## src/rtl/regfile_pkg.sv

```systemverilog
// Shared types and defaults for the multi-port register file.
// Contents:
//   rf_state_t          - clear-sweep controller states
//   RF_WIDTH/RF_DEPTH/RF_NRD - default geometry
//   rf_aw()             - address width for a given depth (at least 1 bit)
package regfile_pkg;

    typedef enum logic {
        RF_IDLE  = 1'b0,
        RF_CLEAR = 1'b1
    } rf_state_t;

    localparam int RF_WIDTH = 32;
    localparam int RF_DEPTH = 32;
    localparam int RF_NRD   = 2;

    function automatic int rf_aw(input int depth);
        return (depth > 1) ? $clog2(depth) : 1;
    endfunction

endpackage

```

## src/rtl/regfile_mp_if.sv

```systemverilog
// Bus bundle between the decode stage and the register file.
// Signals:
//   we0/wa0/wd0      - write port 0 (ALU writeback)
//   we1/wa1/wd1      - write port 1 (load/mult writeback), wins on address clash
//   ra / rd / pend   - packed read addresses, read data, pending bits (NRD ports)
//   mark_en/mark_addr- set the pending bit of one register
//   clr_req / busy   - start a clear sweep / sweep in progress
// Modports: master (decode side), slave (register file).
interface regfile_mp_if import regfile_pkg::*; #(
    parameter int WIDTH = RF_WIDTH,
    parameter int DEPTH = RF_DEPTH,
    parameter int NRD   = RF_NRD,
    localparam int AW   = rf_aw(DEPTH)
) ();

    logic                 we0;
    logic [AW-1:0]        wa0;
    logic [WIDTH-1:0]     wd0;
    logic                 we1;
    logic [AW-1:0]        wa1;
    logic [WIDTH-1:0]     wd1;
    logic [NRD*AW-1:0]    ra;
    logic [NRD*WIDTH-1:0] rd;
    logic [NRD-1:0]       pend;
    logic                 mark_en;
    logic [AW-1:0]        mark_addr;
    logic                 clr_req;
    logic                 busy;

    modport master (
        output we0, wa0, wd0, we1, wa1, wd1, ra, mark_en, mark_addr, clr_req,
        input  rd, pend, busy
    );

    modport slave (
        input  we0, wa0, wd0, we1, wa1, wd1, ra, mark_en, mark_addr, clr_req,
        output rd, pend, busy
    );

endinterface

```

## src/rtl/regfile_clear_ctrl.sv

```systemverilog
// Clear-sweep controller: walks the register array zeroing one entry per
// cycle, DEPTH cycles in total.
// Ports:
//   clk, reset      - clock, asynchronous active-low reset
//   clr_req         - start request, honoured only when idle
//   busy            - high while the sweep runs
//   sweep_we/addr   - zero-write strobe and target register
//   pend_clr        - one-cycle pulse on sweep entry; clears every pending bit
module regfile_clear_ctrl import regfile_pkg::*; #(
    parameter int DEPTH = RF_DEPTH,
    parameter int AW    = rf_aw(DEPTH)
) (
    input  logic          clk,
    input  logic          reset,
    input  logic          clr_req,
    output logic          busy,
    output logic          sweep_we,
    output logic [AW-1:0] sweep_addr,
    output logic          pend_clr
);

    localparam logic [AW-1:0] LAST = AW'(DEPTH - 1);

    rf_state_t     state, state_nxt;
    logic [AW-1:0] cnt, cnt_nxt;

    always_ff @(posedge clk or negedge reset) begin
        if (!reset) begin
            state <= RF_IDLE;
            cnt   <= '0;
        end else begin
            state <= state_nxt;
            cnt   <= cnt_nxt;
        end
    end

    always_comb begin
        state_nxt = state;
        cnt_nxt   = cnt;
        busy      = 1'b0;
        sweep_we  = 1'b0;
        pend_clr  = 1'b0;
        case (state)
            RF_IDLE: begin
                if (clr_req) begin
                    state_nxt = RF_CLEAR;
                    cnt_nxt   = '0;
                    // Pending bits drop on the same edge the sweep starts.
                    pend_clr  = 1'b1;
                end
            end
            RF_CLEAR: begin
                busy     = 1'b1;
                sweep_we = 1'b1;
                if (cnt == LAST) begin
                    state_nxt = RF_IDLE;
                    cnt_nxt   = '0;
                end else begin
                    cnt_nxt = cnt + 1'b1;
                end
            end
            default: state_nxt = RF_IDLE;
        endcase
    end

    assign sweep_addr = cnt;

endmodule

```

## src/rtl/regfile_mp.sv

```systemverilog
// Multi-port register file for the decode stage.
//   - Two write ports, port 1 has priority on an address clash.
//   - NRD combinational read ports with optional same-cycle write bypass.
//   - Per-register pending (scoreboard) bits: mark sets, write clears,
//     mark beats a simultaneous write.
//   - Clear sweep (regfile_clear_ctrl) zeroes the array over DEPTH cycles;
//     writes, marks and bypass are suppressed while it runs.
// Ports:
//   clk, reset  - clock, asynchronous active-low reset
//   bus         - regfile_mp_if slave modport (write/read/mark/clear)
//   dbg_addr/dbg_data - non-bypassed array tap, present only when
//                       REGFILE_DEBUG_EN is defined
module regfile_mp import regfile_pkg::*; #(
    parameter int WIDTH    = RF_WIDTH,
    parameter int DEPTH    = RF_DEPTH,
    parameter int NRD      = RF_NRD,
    parameter int ZERO_REG = 1,
    parameter int BYPASS   = 1,
    localparam int AW      = rf_aw(DEPTH)
) (
    input  logic           clk,
    input  logic           reset,
    regfile_mp_if.slave    bus
`ifdef REGFILE_DEBUG_EN
    ,
    input  logic [AW-1:0]    dbg_addr,
    output logic [WIDTH-1:0] dbg_data
`endif
);

    localparam logic [AW:0] DEPTH_L = (AW + 1)'(DEPTH);

    logic [WIDTH-1:0] mem [DEPTH];
    logic [DEPTH-1:0] pend_q;

    logic             busy;
    logic             sweep_we;
    logic [AW-1:0]    sweep_addr;
    logic             pend_clr;

    logic [AW-1:0]    wa0, wa1, mark_addr;
    logic [WIDTH-1:0] wd0, wd1;
    logic             w0_ok, w1_ok, mark_ok;

    // Address exists and is not the hard-wired zero register.
    function automatic logic addr_ok(input logic [AW-1:0] a);
        return ({1'b0, a} < DEPTH_L) && !((ZERO_REG != 0) && (a == '0));
    endfunction

    function automatic logic [WIDTH-1:0] read_data(input logic [AW-1:0] a);
        if (!addr_ok(a))
            return '0;
        if (BYPASS != 0) begin
            if (w1_ok && (wa1 == a))
                return wd1;
            if (w0_ok && (wa0 == a))
                return wd0;
        end
        return mem[a];
    endfunction

    function automatic logic read_pend(input logic [AW-1:0] a);
        if (!addr_ok(a))
            return 1'b0;
        // A forwarded write has already cleared the bit unless a mark lands too.
        if ((BYPASS != 0) && ((w1_ok && (wa1 == a)) || (w0_ok && (wa0 == a))))
            return mark_ok && (mark_addr == a);
        return pend_q[a];
    endfunction

    regfile_clear_ctrl #(
        .DEPTH (DEPTH),
        .AW    (AW)
    ) u_clear_ctrl (
        .clk        (clk),
        .reset      (reset),
        .clr_req    (bus.clr_req),
        .busy       (busy),
        .sweep_we   (sweep_we),
        .sweep_addr (sweep_addr),
        .pend_clr   (pend_clr)
    );

    assign wa0       = bus.wa0;
    assign wa1       = bus.wa1;
    assign wd0       = bus.wd0;
    assign wd1       = bus.wd1;
    assign mark_addr = bus.mark_addr;

    assign w0_ok   = bus.we0     && !busy && addr_ok(wa0);
    assign w1_ok   = bus.we1     && !busy && addr_ok(wa1);
    assign mark_ok = bus.mark_en && !busy && addr_ok(mark_addr);

    assign bus.busy = busy;

    always_ff @(posedge clk or negedge reset) begin
        if (!reset) begin
            for (int i = 0; i < DEPTH; i++)
                mem[i] <= '0;
        end else begin
            for (int i = 0; i < DEPTH; i++) begin
                if (sweep_we && (sweep_addr == AW'(i)))
                    mem[i] <= '0;
                else if (w1_ok && (wa1 == AW'(i)))
                    mem[i] <= wd1;
                else if (w0_ok && (wa0 == AW'(i)))
                    mem[i] <= wd0;
            end
        end
    end

    always_ff @(posedge clk or negedge reset) begin
        if (!reset) begin
            pend_q <= '0;
        end else if (pend_clr) begin
            pend_q <= '0;
        end else begin
            for (int i = 0; i < DEPTH; i++) begin
                if (mark_ok && (mark_addr == AW'(i)))
                    pend_q[i] <= 1'b1;
                else if ((w0_ok && (wa0 == AW'(i))) || (w1_ok && (wa1 == AW'(i))))
                    pend_q[i] <= 1'b0;
            end
        end
    end

    always_comb begin
        bus.rd   = '0;
        bus.pend = '0;
        for (int k = 0; k < NRD; k++) begin
            bus.rd[k*WIDTH +: WIDTH] = read_data(bus.ra[k*AW +: AW]);
            bus.pend[k]              = read_pend(bus.ra[k*AW +: AW]);
        end
    end

`ifdef REGFILE_DEBUG_EN
    always_comb begin
        dbg_data = '0;
        if (reset && addr_ok(dbg_addr))
            dbg_data = mem[dbg_addr];
    end
`endif

endmodule

```

## src/flat_wrapper.sv

```systemverilog
// flat-port wrapper written by rule: the top's interface ports become plain ports
module regfile_mp_flat import regfile_pkg::*;
#(
    parameter int WIDTH    = RF_WIDTH,
    parameter int DEPTH    = RF_DEPTH,
    parameter int NRD      = RF_NRD,
    parameter int ZERO_REG = 1,
    parameter int BYPASS   = 1,
    localparam int AW      = rf_aw(DEPTH)
)
  (clk, reset, bus_we0, bus_wa0, bus_wd0, bus_we1, bus_wa1, bus_wd1, bus_ra, bus_mark_en, bus_mark_addr, bus_clr_req, bus_rd, bus_pend, bus_busy);
  regfile_mp_if #(.WIDTH(WIDTH), .DEPTH(DEPTH), .NRD(NRD)) bus_i ();
  input  logic clk;
  input  logic reset;
  input wire logic [$bits(bus_i.we0)-1:0] bus_we0;
  input wire logic [$bits(bus_i.wa0)-1:0] bus_wa0;
  input wire logic [$bits(bus_i.wd0)-1:0] bus_wd0;
  input wire logic [$bits(bus_i.we1)-1:0] bus_we1;
  input wire logic [$bits(bus_i.wa1)-1:0] bus_wa1;
  input wire logic [$bits(bus_i.wd1)-1:0] bus_wd1;
  input wire logic [$bits(bus_i.ra)-1:0] bus_ra;
  input wire logic [$bits(bus_i.mark_en)-1:0] bus_mark_en;
  input wire logic [$bits(bus_i.mark_addr)-1:0] bus_mark_addr;
  input wire logic [$bits(bus_i.clr_req)-1:0] bus_clr_req;
  output wire logic [$bits(bus_i.rd)-1:0] bus_rd;
  output wire logic [$bits(bus_i.pend)-1:0] bus_pend;
  output wire logic [$bits(bus_i.busy)-1:0] bus_busy;
  assign bus_i.we0 = bus_we0;
  assign bus_i.wa0 = bus_wa0;
  assign bus_i.wd0 = bus_wd0;
  assign bus_i.we1 = bus_we1;
  assign bus_i.wa1 = bus_wa1;
  assign bus_i.wd1 = bus_wd1;
  assign bus_i.ra = bus_ra;
  assign bus_i.mark_en = bus_mark_en;
  assign bus_i.mark_addr = bus_mark_addr;
  assign bus_i.clr_req = bus_clr_req;
  assign bus_rd = bus_i.rd;
  assign bus_pend = bus_i.pend;
  assign bus_busy = bus_i.busy;
  regfile_mp #(.WIDTH(WIDTH), .DEPTH(DEPTH), .NRD(NRD), .ZERO_REG(ZERO_REG), .BYPASS(BYPASS)) u_core (.clk(clk), .reset(reset), .bus(bus_i));
endmodule
```

## config.mk

```make
export PLATFORM = sky130hd
export DESIGN_NAME = regfile_mp_flat
export DESIGN_NICKNAME = d
export VERILOG_FILES = /design/src/rtl/regfile_pkg.sv /design/src/rtl/regfile_mp_if.sv /design/src/rtl/regfile_clear_ctrl.sv /design/src/rtl/regfile_mp.sv /design/src/flat_wrapper.sv
export SDC_FILE = /design/constraint.sdc
export NUM_CORES = 2
export LEC_CHECK = 0
export ABC_CLOCK_PERIOD_IN_PS = 6200
export CORE_ASPECT_RATIO = 0.5
export CORE_UTILIZATION = 30
export CTS_CLUSTER_DIAMETER = 150
export CTS_CLUSTER_SIZE = 28
export DETAILED_ROUTE_END_ITERATION = 10
export RECOVER_POWER = 100
export SYNTH_ARGS = -nofsm -noshare
export SYNTH_HDL_FRONTEND = slang
export SYNTH_SLANG_ARGS = --single-unit
export TNS_END_PERCENT = 20
```

## constraint.sdc

```tcl
create_clock -name clk -period 6.2 [get_ports clk]
set_input_delay 0.62 -clock clk [delete_from_list [all_inputs] [get_ports clk]]
set_output_delay 0.62 -clock clk [all_outputs]
set_load 0.1 [all_outputs]
```

* Word level (Yosys, flattened, before mapping)
Cells that the tools add are included.
** Operators by class
- Eq/ne operators :: 131
- Mux-type cells :: 215
- Add/sub/neg operators :: 1
- Bitwise gates (word level) :: 3
- Reductions and logical operators :: 248
- Magnitude comparators :: 4
** Operator list (number)
- two-way mux 32 bit :: 113
- binary-select mux 32 bit (select 5 bit) :: 2
- == test 5 bit, second input constant :: 64
- nonzero test 3 bit :: 64
- == test 5 x 4 -> 1 bit, second input constant :: 32
- logical AND 1 bit :: 140
- two-way mux 1 bit :: 94
- == test 5 x 3 -> 1 bit, second input constant :: 16
- == test 5 x 2 -> 1 bit, second input constant :: 8
- logical OR 1 bit :: 34
- == test 5 bit :: 6
- logical NOT 5 bit :: 6
- == test 5 x 1 -> 1 bit, second input constant :: 4
- >= comparator 6 bit, second input constant :: 2
- less-than comparator 5 x 6 -> 1 bit, second input constant :: 2
- inverter 5 -> 6 bit :: 2
- binary-select mux 1 bit (select 5 bit) :: 2
- two-way mux 5 bit :: 2
- case mux 5 bit (2 select lines) :: 1
- adder 5 x 1 -> 5 bit, second input constant :: 1
- logical NOT 1 bit :: 4
- inequality test 2 bit, second input constant :: 1
- case mux 1 bit (2 select lines) :: 1
- inverter 1 bit :: 1
** Word-level totals
- Bits in registers :: 1062
- Input bits :: 95
- Output and inout port bits :: 67
- Word-level logic and storage cells :: 668

* Logic depth before layout (Yosys ltp)
- Word-level depth :: 11
- Depth in mapped cells :: 10
- Mapped depth without buffers :: 7

* By module
A second synthesis with hierarchy kept.
** Unflattened totals
- Cells, all modules :: 5652
- Area, all modules :: 67392.1 sq um
** By module, submodules not included
- regfile_mp :: times used 1, cells each 5623, sequential area each 26425.3 sq um, area each 67064.3 sq um
- regfile_clear_ctrl :: times used 1, cells each 29, sequential area each 150.1 sq um, area each 327.8 sq um

* Worst setup path after synthesis
Ideal clock, no wire load.
- Kind :: register to output
- Start :: reg u_core.u_clear_ctrl.state
- End :: out bus_rd[23]
- Arrival time :: 5097 ps
- Stages on the path, launching flop included :: 9
- Path buffers :: 3
- Setup slack :: 483 ps
- Data required time :: 5580 ps
- Path through :: dfrtp_1 -> buf_4 -> nand2b_4 -> nor4_2 -> and2_1 -> buf_4 -> buf_2 -> nor4_1 -> nor4_1
** Between the ends
- Longest elaborated chain between the ends :: 11
- Elaborated cells between the ends (all ways) :: 18
- Classes of those cells :: mux: 11; reduce/logical: 7
** RTL lines
- start: declaration :: RTL line regfile_clear_ctrl.sv:24 : rf_state_t state, state_nxt;
- start signal: assignment :: RTL line regfile_clear_ctrl.sv:32 : state <= state_nxt;
- two-way mux 1 bit (*) :: RTL line regfile_clear_ctrl.sv:43 : case (state)
- logical NOT 1 bit (*) :: RTL line regfile_mp.sv:90, regfile_mp.sv:91
- logical AND 1 bit (2 in series) :: RTL line regfile_mp.sv:91 : assign w1_ok = bus.we1 && !busy && addr_ok(wa1);
- logical AND 1 bit :: RTL line regfile_mp.sv:54 : if (w1_ok && (wa1 == a))
- two-way mux 1 bit :: RTL line regfile_mp.sv:54
- two-way mux 1 bit :: RTL line regfile_mp.sv:53 : if (BYPASS != 0) begin
- two-way mux 1 bit :: RTL line regfile_mp.sv:56 : if (w0_ok && (wa0 == a))
- two-way mux 1 bit :: RTL line regfile_mp.sv:53
- two-way mux 32 bit (*) :: RTL line regfile_mp.sv:59 : return mem[a];
- two-way mux 32 bit (*) :: RTL line regfile_mp.sv:53
- end: declaration :: RTL line flat_wrapper.sv:25 : output wire logic [$bits(bus_i.rd)-1:0] bus_rd;
Mark *: on every way between the ends. The rest lies on a longest branch, timed or not. The select of a mux whose other input is x is not followed.

* Worst setup path in the final report
- Start :: reg u_core.u_clear_ctrl.state
- End :: reg u_core.mem[500] (netlist name)
** Between the ends
- Longest elaborated chain between the ends :: 7
- Elaborated cells between the ends (all ways) :: 12
- Classes of those cells :: mux: 3; reduce/logical: 9
** RTL lines
- two-way mux 1 bit (*) :: RTL line regfile_clear_ctrl.sv:43
- logical NOT 1 bit :: RTL line regfile_mp.sv:90, regfile_mp.sv:91
- logical AND 1 bit (2 in series) :: RTL line regfile_mp.sv:91
- logical AND 1 bit :: RTL line regfile_mp.sv:104 : else if (w1_ok && (wa1 == AW'(i)))
- two-way mux 32 bit :: RTL line regfile_mp.sv:104
- two-way mux 32 bit :: RTL line regfile_mp.sv:102 : if (sweep_we && (sweep_addr == AW'(i)))
- end signal: indexed assignment :: RTL line regfile_mp.sv:105 : mem[i] <= wd1;
- end signal: indexed assignment :: RTL line regfile_mp.sv:107 : mem[i] <= wd0;
- end: declaration :: RTL line regfile_mp.sv:33 : logic [WIDTH-1:0] mem [DEPTH];
Mark *: on every way between the ends. The rest lies on a longest branch, timed or not.
A chain may end at the register's enable or synchronous reset.

==> impl_metrics.json <==
{
  "finalCriticalPeriod_ps": 5710,
  "cts_htree_levels": 2,
  "layout_setup_ws_ps": 493,
  "dieWidth_um": 682,
  "clock.fmax_ghz": 0.175,
  "post_drt_wl_per_cell_um": 36.4,
  "core_um2": 229000,
  "final_common_cell": "dfrtp_1",
  "wl_mm": 326,
  "slew_viol_final": 2409,
  "drc": 0,
  "worst_ep_required_time_ps": 6810,
  "insertion_delay_ps": 710,
  "vias": 59900,
  "grt_usage_pct": 27.0,
  "synth.largest_area_cell": "dfrtp_1",
  "syn_avg_cell_area_um2": 11.2,
  "fin_area_um2": 75100,
  "endpoint_kind": "flip-flop",
  "cts_made_buffers": 43,
  "ys_types": 72,
  "drt-initial-drc-count": 9348,
  "irDropWorstVdd_mv": 0.229,
  "synth_edf_count": 0,
  "synth_flop_cell": "dfrtp_1",
  "cts_resized": 0,
  "outcome": "complete, but fails checks",
  "setup-tns-final_ps": 0,
  "start_util_pct": 30.3,
  "ant_nets": 0,
  "reg2reg_slack_ps": 490,
  "io_buffers": 161,
  "grt_pass1_vias": 57300,
  "netlist_top_cells_area": "dfrtp_1 38%, mux4_2 17%, mux2i_1 15%",
  "tightest_slew_ps": 5130,
  "r2r_cells": 5,
  "synth_top_cell_area_share_pct": 38.3,
  "synthCells": 6225,
  "viasPerCell": 6.70,
  "rsz0062_at_grt": "false",
  "holdBufCountCts": 0,
  "hold_path_class": "in2async",
  "syn2layout_area_growth_pct": 8.16,
  "cts_sinks": 1062,
  "crit_path_max_fanout": 17,
  "yosysSeqAreaShare_pct": 38.3,
  "finalSetupViolations": 0,
  "fin_cells": 8943,
  "root_buffer": "clkbuf_16",
  "final_nets": 5950,
  "first_pass_iters": 7,
  "grt_first_pass_wirelength_mm": 454,
  "clockBufferDepth": 3,
  "ys_async_sr_fraction_pct": 100,
  "p_total_mw": 18.9,
  "drv_cap": 71,
  "fillers": 23200,
  "num_rows": 124,
  "synth-warning-count": 0,
  "cp_data_arrival_time_ps": 6320,
  "gp_congestion": 0.961,
  "multi_input_area_um2": 39400,
  "startpoint_type": "flip-flop",
  "reg2reg_from": "u_core.u_clear_ctrl.state",
  "fin_skew_ps": 32.8,
  "fin_hold_ws_ps": -4.88,
  "die_area_um2": 234000,
  "final_cell_mix": "1062 x dfrtp_1, 1056 x mux2i_1, 515 x mux4_2",
  "powerDensity_nw_per_um2": 252,
  "postCtsSetupBuffers": 0,
  "rr_endpoint": "u_core.mem[500]",
  "grt_max_degree": 158,
  "slew-limit-headroom_pct": -245,
  "timing_hold_violations_final": 1,
  "syn_area_um2": 69500,
  "drive_gt1_share_pct": 16.2,
  "power_leakage_nw": 31.4,
  "place_ws_ps": 1260,
  "clk_transition_reported_paths_ps": 140,
  "violations": "hold timing, capacitance limit, slew limit",
  "cts_tree": "yes",
  "grt_antenna_before_repair": 17,
  "postPlaceCellArea_um2": 74900,
  "place_inst": 8890,
  "path_class": "reg2reg",
  "period_share_pct": 92.0,
  "seqCellArea_um2": 26600,
  "io_pins": 162,
  "syn_nets": 6326,
  "overflow": 0,
  "fp.dieH_um": 342,
  "hpwl_mm": 189,
  "post-route-util_pct": 32.8,
  "yosys_register_bits": 1062
}
[state kept, by name, indices dropped and copies added (netlist names)]
signal,cells
u_core.mem,1024
u_core.pend_q,32
u_core.u_clear_ctrl.sweep_addr,5
u_core.u_clear_ctrl.state,1
[worst max-delay path by stage]
stage | from | endpoint | slack, ps | depth (start not counted)
after floorplan | u_core.u_clear_ctrl.state | bus_rd[23] | 480 | 8
after detailed placement | bus_ra[3] | bus_rd[18] | 1260 | 9
after global routing | bus_wa0[3] | bus_rd[37] | 610 | 8
after global placement | bus_ra[8] | bus_rd[37] | 990 | 9
after CTS | bus_ra[3] | bus_rd[18] | 1240 | 9
final | u_core.u_clear_ctrl.state | u_core.mem[500] | 490 | 5
[power breakdown]
part	internal (mW)	switching, mW
Combinational	2.34	3.67
Sequential	8.10	1.00
Clock	1.33	2.46
[routing by layer]
metal / vias to the layer above / routed length [µm] / global-route usage (%)
met2: 4996 / 136000 / 38.8
met1: 30400 / 118000 / 34.2
li1: 23200 / - / -
met3: 1257 / 44400 / 9.51
met5: - / 110 / 0
met4: 12 / 26400 / 18.4
[critical path, stage by stage (launching register included)]
cell and delay, ps:
dfrtp_1 560, clkbuf_1 450, and3_1 420, a21boi_0 3770
buf_12 240, o2bb2ai_1 150
[kinds of logic after synthesis]
group / synth area share, %
AOI/OAI and AO/OA: 15.6
xor gates and xnor gates: 0.378
adders and majority gates: 0.108
buffers and inverters: 5.55
DFF: 38.3
muxes: 32.0
and+or+nand+nor: 8.10
[Yosys cell counts (12+ instances only)]
cell and n:
o21ai_1 16, mux2i_1 1056, buf_4 45, dfrtp_1 1062
buf_2 223, a22oi_1 275, a21boi_1 12, nand2_1 167
nor2_1 223, mux4_2 515, xor2_1 22, inv_1 40
nand3_1 337, nand2b_1 12, nor2b_1 17, o21ai_0 257
a21oi_1 392, buf_1 58, clkbuf_1 528, nor4_1 158
and2_1 47, a211oi_1 134, nor4b_1 32, o2bb2ai_1 417
[final cells by class]
type | count | area share, %
diodes | 6 | 0.0200
clock buffers | 46 | 1.52
inverters | 43 | 0.215
multi-input cells | 4262 | 52.4
flip-flops and latches | 1062 | 35.4
well taps | 3087 | 5.14
repair buffers | 437 | 5.33
No activity file was read; power rests on OpenSTA's default activity.
